==> config.mk <==
export PLATFORM = sky130hd
export DESIGN_NAME = circle_span_seq
export DESIGN_NICKNAME = d
export VERILOG_FILES = /design/src/rtl/circle_span_pkg.sv /design/src/rtl/circle_span_clip.sv /design/src/rtl/circle_span_seq.sv
export SDC_FILE = /design/constraint.sdc
export NUM_CORES = 1
export LEC_CHECK = 0
export CORE_ASPECT_RATIO = 1.75
export CORE_MARGIN = 8
export CORE_UTILIZATION = 48
export DETAILED_ROUTE_END_ITERATION = 10
export GPL_ROUTABILITY_DRIVEN = 0
export GPL_TIMING_DRIVEN = 0
export PLACE_DENSITY_LB_ADDON = 0.1
export SLEW_MARGIN = 20
export SYNTH_ARGS = -nofsm -noshare
export SYNTH_HDL_FRONTEND = slang
export SYNTH_HIERARCHICAL = 1
export SYNTH_SLANG_ARGS = --single-unit
==> constraint.sdc <==
create_clock -name fclk -period 2.1 [get_ports fclk]
set_input_delay 0.42 -clock fclk [delete_from_list [all_inputs] [get_ports fclk]]
set_output_delay 0.42 -clock fclk [all_outputs]
set_load 0.03 [all_outputs]
==> src/rtl/circle_span_pkg.sv <==
// Shared types and constants for the filled-circle span sequencer.
package circle_span_pkg;

    localparam int unsigned ROWS     = 61;
    localparam int unsigned CENTER_K = 30;
    localparam int unsigned COORD_W  = 9;
    localparam int unsigned SCOORD_W = 10;
    localparam int unsigned LEN_W    = 7;
    localparam int unsigned ADDR_W   = 5;
    localparam int unsigned K_W      = 6;

    typedef enum logic [2:0] {IDLE, ADDR, CALC, EMIT, NEXT} state_t;

    typedef struct packed {
        logic [COORD_W-1:0] y;
        logic [COORD_W-1:0] x;
        logic [LEN_W-1:0]   len;
    } span_t;

    // Rows mirror about the centre row, so the quarter LUT is walked up then down.
    function automatic logic [ADDR_W-1:0] row_addr(input logic [K_W-1:0] k);
        if (k <= K_W'(CENTER_K)) begin
            return ADDR_W'(k);
        end
        return ADDR_W'(K_W'(2 * CENTER_K) - k);
    endfunction

endpackage

==> src/rtl/circle_span_clip.sv <==
// Converts centre x, row y and half-width into one span; screen clipping is
// built in only when CIRCLE_SPAN_CLIP_EN is defined.
module circle_span_clip
    import circle_span_pkg::*;
#(
    parameter int unsigned H_RES = 320,
    parameter int unsigned V_RES = 240
) (
    input  logic [COORD_W-1:0]         cx,
    input  logic signed [SCOORD_W-1:0] y,
    input  logic [ADDR_W-1:0]          w,
    output logic                       keep,
    output logic [COORD_W-1:0]         x,
    output logic [LEN_W-1:0]           len
);

    logic signed [SCOORD_W-1:0] x0;
    logic signed [SCOORD_W-1:0] x1;

    assign x0 = SCOORD_W'(cx) - SCOORD_W'(w);
    assign x1 = SCOORD_W'(cx) + SCOORD_W'(w);

`ifdef CIRCLE_SPAN_CLIP_EN
    localparam logic signed [SCOORD_W-1:0] H_LIM = SCOORD_W'(H_RES);
    localparam logic signed [SCOORD_W-1:0] V_LIM = SCOORD_W'(V_RES);

    logic signed [SCOORD_W-1:0] xs;
    logic signed [SCOORD_W-1:0] xe;

    // Clamp both ends to the visible line; empty or off-screen rows are dropped.
    assign xs   = x0[SCOORD_W-1] ? '0 : x0;
    assign xe   = (x1 >= H_LIM) ? (H_LIM - SCOORD_W'(1)) : x1;
    assign keep = !y[SCOORD_W-1] && (y < V_LIM) && !x1[SCOORD_W-1] && (x0 < H_LIM);
    assign x    = COORD_W'(xs);
    assign len  = LEN_W'(xe - xs + SCOORD_W'(1));
`else
    logic unused_clip;

    // Without clipping every row is kept and coordinates wrap modulo 512.
    assign keep        = 1'b1;
    assign x           = COORD_W'(x0);
    assign len         = LEN_W'({w, 1'b1});
    assign unused_clip = ^{y, x1, SCOORD_W'(H_RES), SCOORD_W'(V_RES)};
`endif

endmodule

==> src/rtl/circle_span_seq.sv <==
// Walks the 61 rows of a filled circle through an external half-width LUT and
// emits one span per row on a valid/ready port. Clipping: CIRCLE_SPAN_CLIP_EN.
module circle_span_seq
    import circle_span_pkg::*;
#(
    parameter int unsigned H_RES = 320,
    parameter int unsigned V_RES = 240
) (
    input  logic                fclk,
    input  logic                rst_n,
    input  logic                start,
    input  logic                abort,
    input  logic [COORD_W-1:0]  cx,
    input  logic [COORD_W-1:0]  cy,
    output logic                busy,
    output logic                done,
    output logic [ADDR_W-1:0]   lut_addr,
    input  logic [ADDR_W-1:0]   lut_data,
    output logic                span_valid,
    input  logic                span_ready,
    output logic [COORD_W-1:0]  span_y,
    output logic [COORD_W-1:0]  span_x,
    output logic [LEN_W-1:0]    span_len
);

    localparam logic [K_W-1:0] K_LAST = K_W'(ROWS - 1);

    state_t                      state;
    logic [K_W-1:0]              k;
    logic [COORD_W-1:0]          cx_q;
    logic [COORD_W-1:0]          cy_q;
    span_t                       span_q;
    logic signed [SCOORD_W-1:0]  y_c;
    logic                        keep_c;
    logic [COORD_W-1:0]          clip_x_c;
    logic [LEN_W-1:0]            clip_len_c;

    // Row line relative to the latched centre; k=30 is the centre row.
    assign y_c = SCOORD_W'(cy_q) - SCOORD_W'(CENTER_K) + SCOORD_W'(k);

    circle_span_clip #(
        .H_RES (H_RES),
        .V_RES (V_RES)
    ) u_clip (
        .cx   (cx_q),
        .y    (y_c),
        .w    (lut_data),
        .keep (keep_c),
        .x    (clip_x_c),
        .len  (clip_len_c)
    );

    // Row walker; abort overrides every transition outside IDLE.
    always_ff @(posedge fclk or negedge rst_n) begin
        if (!rst_n) begin
            state      <= IDLE;
            k          <= '0;
            cx_q       <= '0;
            cy_q       <= '0;
            busy       <= 1'b0;
            done       <= 1'b0;
            lut_addr   <= '0;
            span_valid <= 1'b0;
            span_q     <= '0;
        end else begin
            done <= 1'b0;
            if (abort && (state != IDLE)) begin
                state      <= IDLE;
                busy       <= 1'b0;
                span_valid <= 1'b0;
            end else begin
                unique case (state)
                    IDLE: begin
                        if (start) begin
                            cx_q  <= cx;
                            cy_q  <= cy;
                            k     <= '0;
                            busy  <= 1'b1;
                            state <= ADDR;
                        end
                    end
                    ADDR: begin
                        lut_addr <= row_addr(k);
                        state    <= CALC;
                    end
                    CALC: begin
                        if (keep_c) begin
                            span_q.y   <= COORD_W'(y_c);
                            span_q.x   <= clip_x_c;
                            span_q.len <= clip_len_c;
                            span_valid <= 1'b1;
                            state      <= EMIT;
                        end else begin
                            state <= NEXT;
                        end
                    end
                    EMIT: begin
                        if (span_ready) begin
                            span_valid <= 1'b0;
                            state      <= NEXT;
                        end
                    end
                    NEXT: begin
                        if (k == K_LAST) begin
                            done  <= 1'b1;
                            busy  <= 1'b0;
                            state <= IDLE;
                        end else begin
                            k     <= k + K_W'(1);
                            state <= ADDR;
                        end
                    end
                    default: state <= IDLE;
                endcase
            end
        end
    end

    assign span_y   = span_q.y;
    assign span_x   = span_q.x;
    assign span_len = span_q.len;

endmodule

## Word-level counts from Yosys, hierarchy flattened

Index checks and enable logic that the tools add are counted.

- Register bits after elaboration: 59
- Bits in latches: 0
- Memory bits (writable): 0
- Bits in read-only memories: 0
- Input bits: 28
- Output and inout bits: 33
- Logic and storage cells: 64
- Memories kept: 0

- $add $sub $neg: 5
- Multiply operators: 0
- Divide/modulo/power cells: 0
- $lt $le $gt $ge: 1
- Equal/unequal tests: 10
- Shifts and indexed selects: 0
- Muxes and demuxes: 23
- Bitwise operators: 1
- Reduce and logical (&&, ||, !) cells: 13

Operators by type and width:

| operator | count |
|---|---|
| $pmux 3 s5 | 1 |
| $mux 1 | 12 |
| $mux 6 | 2 |
| $pmux 6 s2 | 1 |
| $mux 5 | 2 |
| $add 9x6->9 | 1 |
| $mux 3 | 3 |
| $ne 3x3->1 const B | 3 |
| $reduce_bool 3->1 | 3 |
| $sub 9x5->9 | 1 |
| $sub 9x5->9 const B | 1 |
| $reduce_and 2->1 | 4 |
| $add 6x1->6 const B | 1 |
| $eq 3x2->1 const B | 2 |
| $eq 6x6->1 const B | 1 |
| $le 6x5->1 const B | 1 |
| $reduce_and 3->1 | 2 |
| $sub 5x5->5 const A | 1 |
| $ne 2x2->1 const B | 2 |
| $pmux 1 s2 | 2 |
| $reduce_and 4->1 | 1 |
| $eq 3x1->1 const B | 1 |
| $eq 3x3->1 const B | 1 |
| $logic_not 3->1 | 1 |
| 3 further kinds | 3 |

## Depth between registers and ports, before layout

- Depth after elaboration: 5
- Mapped depth: 10

## By module

Netlist, hierarchy kept.

Modules (own cells, without submodules):

| module | instances | cells each | area each (µm²) |
|---|---|---|---|
| circle_span_seq | 1 | 296 | 2997.9 |
| circle_span_clip | 1 | 48 | 364.1 |

## Worst setup path before layout

OpenSTA, ideal clock, no wires.

- Path type: reg-to-reg
- Start point: reg k[1]
- End point: reg span_q, in the netlist span_y[7]
- Library setup time: 0.095 ns
- Data arrival time: 2.192 ns
- Required time: 2.005 ns
- Slack: -0.187 ns
- Stages on the path, launching flop included: 11
- Buffers on the path: 0
- Clock period less this slack: 2.287 ns
- Cell sequence: dfrtp_1 > inv_1 > ha_1 > inv_1 > ha_1 > inv_1 > fa_1 > nor2b_1 > o2111ai_1 > and4_1 > o31ai_1

- Cells in the longest elaborated chain, start to end: 1

RTL lines:

| what | RTL line | source |
|---|---|---|
| start: declaration | circle_span_seq.sv:29 | `logic [K_W-1:0] k;` |
| start signal: assignment | circle_span_seq.sv:109 | `k <= k + K_W'(1);` |
| $add 9x6->9 | circle_span_seq.sv:39 | `assign y_c = SCOORD_W'(cy_q) - SCOORD_W'(CENTER_K) + SCOORD_W'(k);` |
| end: declaration | circle_span_seq.sv:32 | `span_t span_q;` |

Every way passes these cells.
A chain may end at the register's enable or synchronous reset.

## Worst setup path after layout

- Start point: reg k[1]
- End point: reg span_q, in the netlist span_y[5]

- Cells in the longest elaborated chain, start to end: 1

RTL lines:

| what | RTL line | source |
|---|---|---|
| $add 9x6->9 | circle_span_seq.sv:39 |  |
| named net y_c[5] | circle_span_seq.sv:33 | `logic signed [SCOORD_W-1:0] y_c;` |

The timed path passes the listed nets, and every way through them passes these cells.

==> results.toml <==
[timing]
hold_slack_ns = -0.00238
grt_setup_unrepaired = "true"
timing.setup.tns_ns = 0
final_hold_viol_count = 7
worstMarginPinSlew_ns = 0.645
fin_ws_ns = 0.0316
max_freq_mhz = 483
max_slew_margin_pct = 56.4
finalSetupViolCount = 0
min_period_over_period_pct = 98.5
final.min_clock_period_ns = 2.07
fin_skew_ns = 0.00652
finalMaxSlewViolations = 0

[floorplanning]
core_area_um2 = 6760
die_h_um = 126
floorplan.initialDensity_pct = 49.1
boundaryPins = 61
rows = 40
die_w_um = 78.8
dieArea_um2 = 9930

[setup_path]
timing.reg2reg.setup_slack_ns = 0.03
timing.critical_path.from_type = "flip-flop"
critical_path.cell_chain = "inv_2 -> ha_4 -> inv_4 -> ha_4 -> inv_2 -> fa_2 -> nor2b_4 -> nor3_2 -> a2bb2oi_2 -> mux2_4"
r2r_end = "span_y[5]"
endpoint_kind = "flip-flop"
rr_startpoint = "k[1]"
reg2reg_depth = 10
critical_path_required_ns = 2.31
crit_path_arrival_time_ns = 2.27
cp_slowest_cell = "sky130_fd_sc_hd__fa_2"
maximum_fanout_encountered_on_the_critical_timing_path = 3
delay_of_the_slowest_cell_on_the_worst_path_ns = 0.41
setup.worst_path.class = "reg -> reg"

[place]
hpwlAfterDp_um = 5750
dp_worst_setup_slack_ns = -0.389
io_buffers = 60

[drt]
dr_total_vias = 2677
drc = 0
totalWireLength_um = 7640
viasPerCell = 5.31
final_antenna_net_count = 0
drt-initial-drc-count = 127
drtPass1Iterations = 4
routed_wire_length_per_instance_um = 15.2

[grt]
initial_antenna_violation_count = 0
overflow = 0
busiest_layer_in_global_routing = "met2"
grt_start_max_net_pins = 37
grt.met1_usage_pct = 15.6
grtUsageMet3_pct = 5.34
grt_first_pass_wirelength_um = 12300
grt_pass1_vias = 2714
met2_demand_to_capacity_share_in_global_routing_pct = 28.1
grt_util_all_layers_pct = 15.8

[min_path]
timing.hold.worst.class = "in -> async"

[clocking]
cts_sinks = 60
clock_tree.htree_level_count = 3
cts.root.buffer_cell = "sky130_fd_sc_hd__clkbuf_16"
cts_tree = "yes"
clkTransAtPathRegs_ns = 0.05
cts-buffers-inserted = 9
clock_tree.buffer_depth = 2
insertion_delay_ns = 0.33

[pwr]
power-per-cell-area_nw_per_um2 = 1330
power_leakage_nw = 2.13
ir_worst_vdd_mv = 0.709

[cells_and_area]
fillCellCount = 552
area_growth_syn_to_layout_pct = 36.6
final_net_count = 467
post_route_cells_drive_above_1_share_pct = 21.4
n_antenna_cell = 0

[logic_synthesis]
synthesis.area_um2 = 3320
postSynthCellCount = 335
synth.yosys.warnings = 6
avgSynthCellArea_um2 = 9.90

[outcome]
failed_checks = "hold timing"
status = "finished with violations"

[flow_run]
cap_violations = 0
placed cells by master, fill, tap and decap left out, drive strengths merged, types with 14 or more instances in the layout:
master and instances:
clkdlybuf4s50 56, dfrtp 60, o21ai 17, inv 27, mux2 23, nor2 14
nand2 61, clkbuf 17, ha 22, buf 22
state kept, by name (all words and copies together), names as in the netlist:
signal      cells
k               6
span_valid      1
span_len        7
cx_q            9
done            1
span_x          9
state           3
span_y          9
lut_addr        5
cy_q            9
busy            1
area by class of cell:
type / count / area (µm²) / share of cell area [%]
plain buffers: 17 / 116 / 2.57
clock buffers: 12 / 246 / 5.44
clock inverters: 4 / 72.6 / 1.60
inverters: 27 / 104 / 2.29
multi-input cells: 231 / 1700 / 37.5
flip-flops and latches: 60 / 1510 / 33.2
well taps: 84 / 105 / 2.32
repair buffers: 69 / 682 / 15.1
what timing repair did:
item	4_1_cts	5_1_grt
hold buffers	0	0
setup buffers	1	7
pin swaps	0	11
hold endpoints to repair	0	0
endpoints found under the setup margin	27	12
resized for setup	5	25
worst max-delay path by stage:
stage | end | slack, ns | cells past startpoint | from
after floorplan | span_y[7] | 0.006 | 10 | k[1]
after global routing | span_y[7] | -0.04 | 10 | k[1]
after CTS | span_y[7] | -0.07 | 10 | k[1]
after detailed placement | span_x[8] | -0.39 | 8 | lut_data[0]
after global placement | k[1] | -1.58 | 1 | rst_n
final | span_y[5] | 0.03 | 10 | k[1]
through the flow:
stage	utilization (%)	cells	total power, mW	instance area [µm²]	hold slack, ns
2_1_floorplan	-	336	3.43	3330	0.124
3_5_place_dp	59.9	481	4.36	4050	0.356
3_3_place_gp	59.7	480	4.28	4030	0.458
6_report	67.1	504	6.03	4530	-0.00238
5_1_grt	67.1	504	6.39	4530	0.0174
4_1_cts	64.8	497	5.95	4380	0.00458
per-layer routing:
| layer | vias to the layer above | wire length, µm |
|---|---|---|
| li1 | 1303 | - |
| met1 | 1308 | 3010 |
| met2 | 55 | 4130 |
| met3 | 11 | 366 |
| met4 | 0 | 137 |
| met5 | - | 0 |
critical path, delay by kind of cell, from the launching register on:
kind / cells / cell delay [ns]
AOI/OAI and AO/OA: 1 / 0.13
muxes: 1 / 0.27
adders and majority gates: 3 / 0.75
buffers and inverters: 3 / 0.18
DFF: 1 / 0.40
and+or+nand+nor: 2 / 0.21
report_power, final:
part	leakage, nW	switching, mW	internal (mW)
sequential	0.759	0.234	1.56
clock	0.153	0.492	1.07
combinational	1.22	1.44	1.23
(Power assumes the default switching activity.)
==> RTL change (same settings) <==
Set the package constant `SCOORD_W` to 14 (it was 10).
--- a/src/rtl/circle_span_pkg.sv
+++ b/src/rtl/circle_span_pkg.sv
@@ -5,5 +5,5 @@
     localparam int unsigned CENTER_K = 30;
     localparam int unsigned COORD_W  = 9;
-    localparam int unsigned SCOORD_W = 10;
+    localparam int unsigned SCOORD_W = 14;
     localparam int unsigned LEN_W    = 7;
     localparam int unsigned ADDR_W   = 5;
Check against the original RTL: equivalent (equiv_simple and equiv_induct, registers matched by name and starting in step).
==> RTL change against the unedited design <==
The run ends with setup timing left. Setup slack lost 93 ps. Cell count grew 0.99%. Sequential power increased by 11%. Total power up 11%. Cell area is 0.58% lower. Wire length is 3.4% higher. Sequential cell count unchanged. Synthesized area down 0.42%. Clock power down 16%. Largest cell class unchanged. Clock skew decreased by 1.1 ps.
==> RTL change: results <==
set metrics [dict create \
    status "complete, but fails checks" \
    violations "setup timing" \
    dp_worst_setup_slack_ps -413 \
    hpwl_um 5830 \
    reg2reg_depth 9 \
    hold_ws_ps 28.1 \
    cts_resized 11 \
    grt.total_usage_pct 17.0 \
    syn_area_per_cell_um2 9.89 \
    drtIter0Drc 112 \
    multi_input_area_share_pct 38.4 \
    met2_length_um 4380 \
    nNonClkInverters 17 \
    max_slew_margin_pct 56.6 \
    multi_input_cells 239 \
    fin_tns_setup_ps -69.4 \
    final_layout_size_suffix_gt1_share_pct 21.2 \
    placed_area_um2 4030 \
    fillers 582 \
    cp_slowest_cell "dfrtp_1" \
    grt_pass1_vias 2822 \
    r2r-start "cy_q[2]$_DFFE_PN0P_" \
    met1_length_um 2830 \
    seq_area_share_pct 33.4 \
    setup_viol 2 \
    p_leak_nw 2.08 \
    ir_drop_v 0.000791 \
    clock_skew_ps 5.47 \
    clock_buffers 14 \
    crit_family "compound AO/OA/AOI/OAI gates" \
    arrival_ps 2370 \
    syn_inst 334 \
    met3_length_um 438 \
    reg2reg_to "span_y[8]$_DFFE_PN0P_" \
    grtUsageMet1_pct 15.9 \
    clockBufferDepth 2 \
    grt_max_degree 32 \
    use_met2_pct 31.0 \
    cts_setup_buffers 13 \
    instances_no_fill 509 \
    seq_cell_count 60 \
    detail_route.wl_per_cell_um 15.5 \
    nNetsFinal 466 \
    worst_slack_ps -61.5 \
    use_met3_pct 5.70 \
]
RTL change: how the worst max path moves through the flow:
stage | start | endpoint | slack [ps] | cells after the start
2_1_floorplan | cy_q[1]$_DFFE_PN0P_ | span_y[8]$_DFFE_PN0P_ | -2 | 9
3_3_place_gp | rst_n | span_valid$_DFFE_PN0P_ | -1400 | 1
3_5_place_dp | lut_data[0] | span_x[8]$_DFFE_PN0P_ | -410 | 8
4_1_cts | cy_q[2]$_DFFE_PN0P_ | span_y[8]$_DFFE_PN0P_ | -80 | 9
5_1_grt | cy_q[2]$_DFFE_PN0P_ | span_y[8]$_DFFE_PN0P_ | -150 | 9
6_report | cy_q[2]$_DFFE_PN0P_ | span_y[8]$_DFFE_PN0P_ | -60 | 9
RTL change: power groups by stage:
stage                     Clock [mW]  Sequential (mW)  Combinational, mW
after global routing            1.39             2.05               3.70
after detailed placement           0             2.00               3.09
after global placement             0             1.98               3.04
final                           1.31             1.99               3.39
after floorplan                    0             2.51               1.47
after CTS                       1.33             1.98               3.36
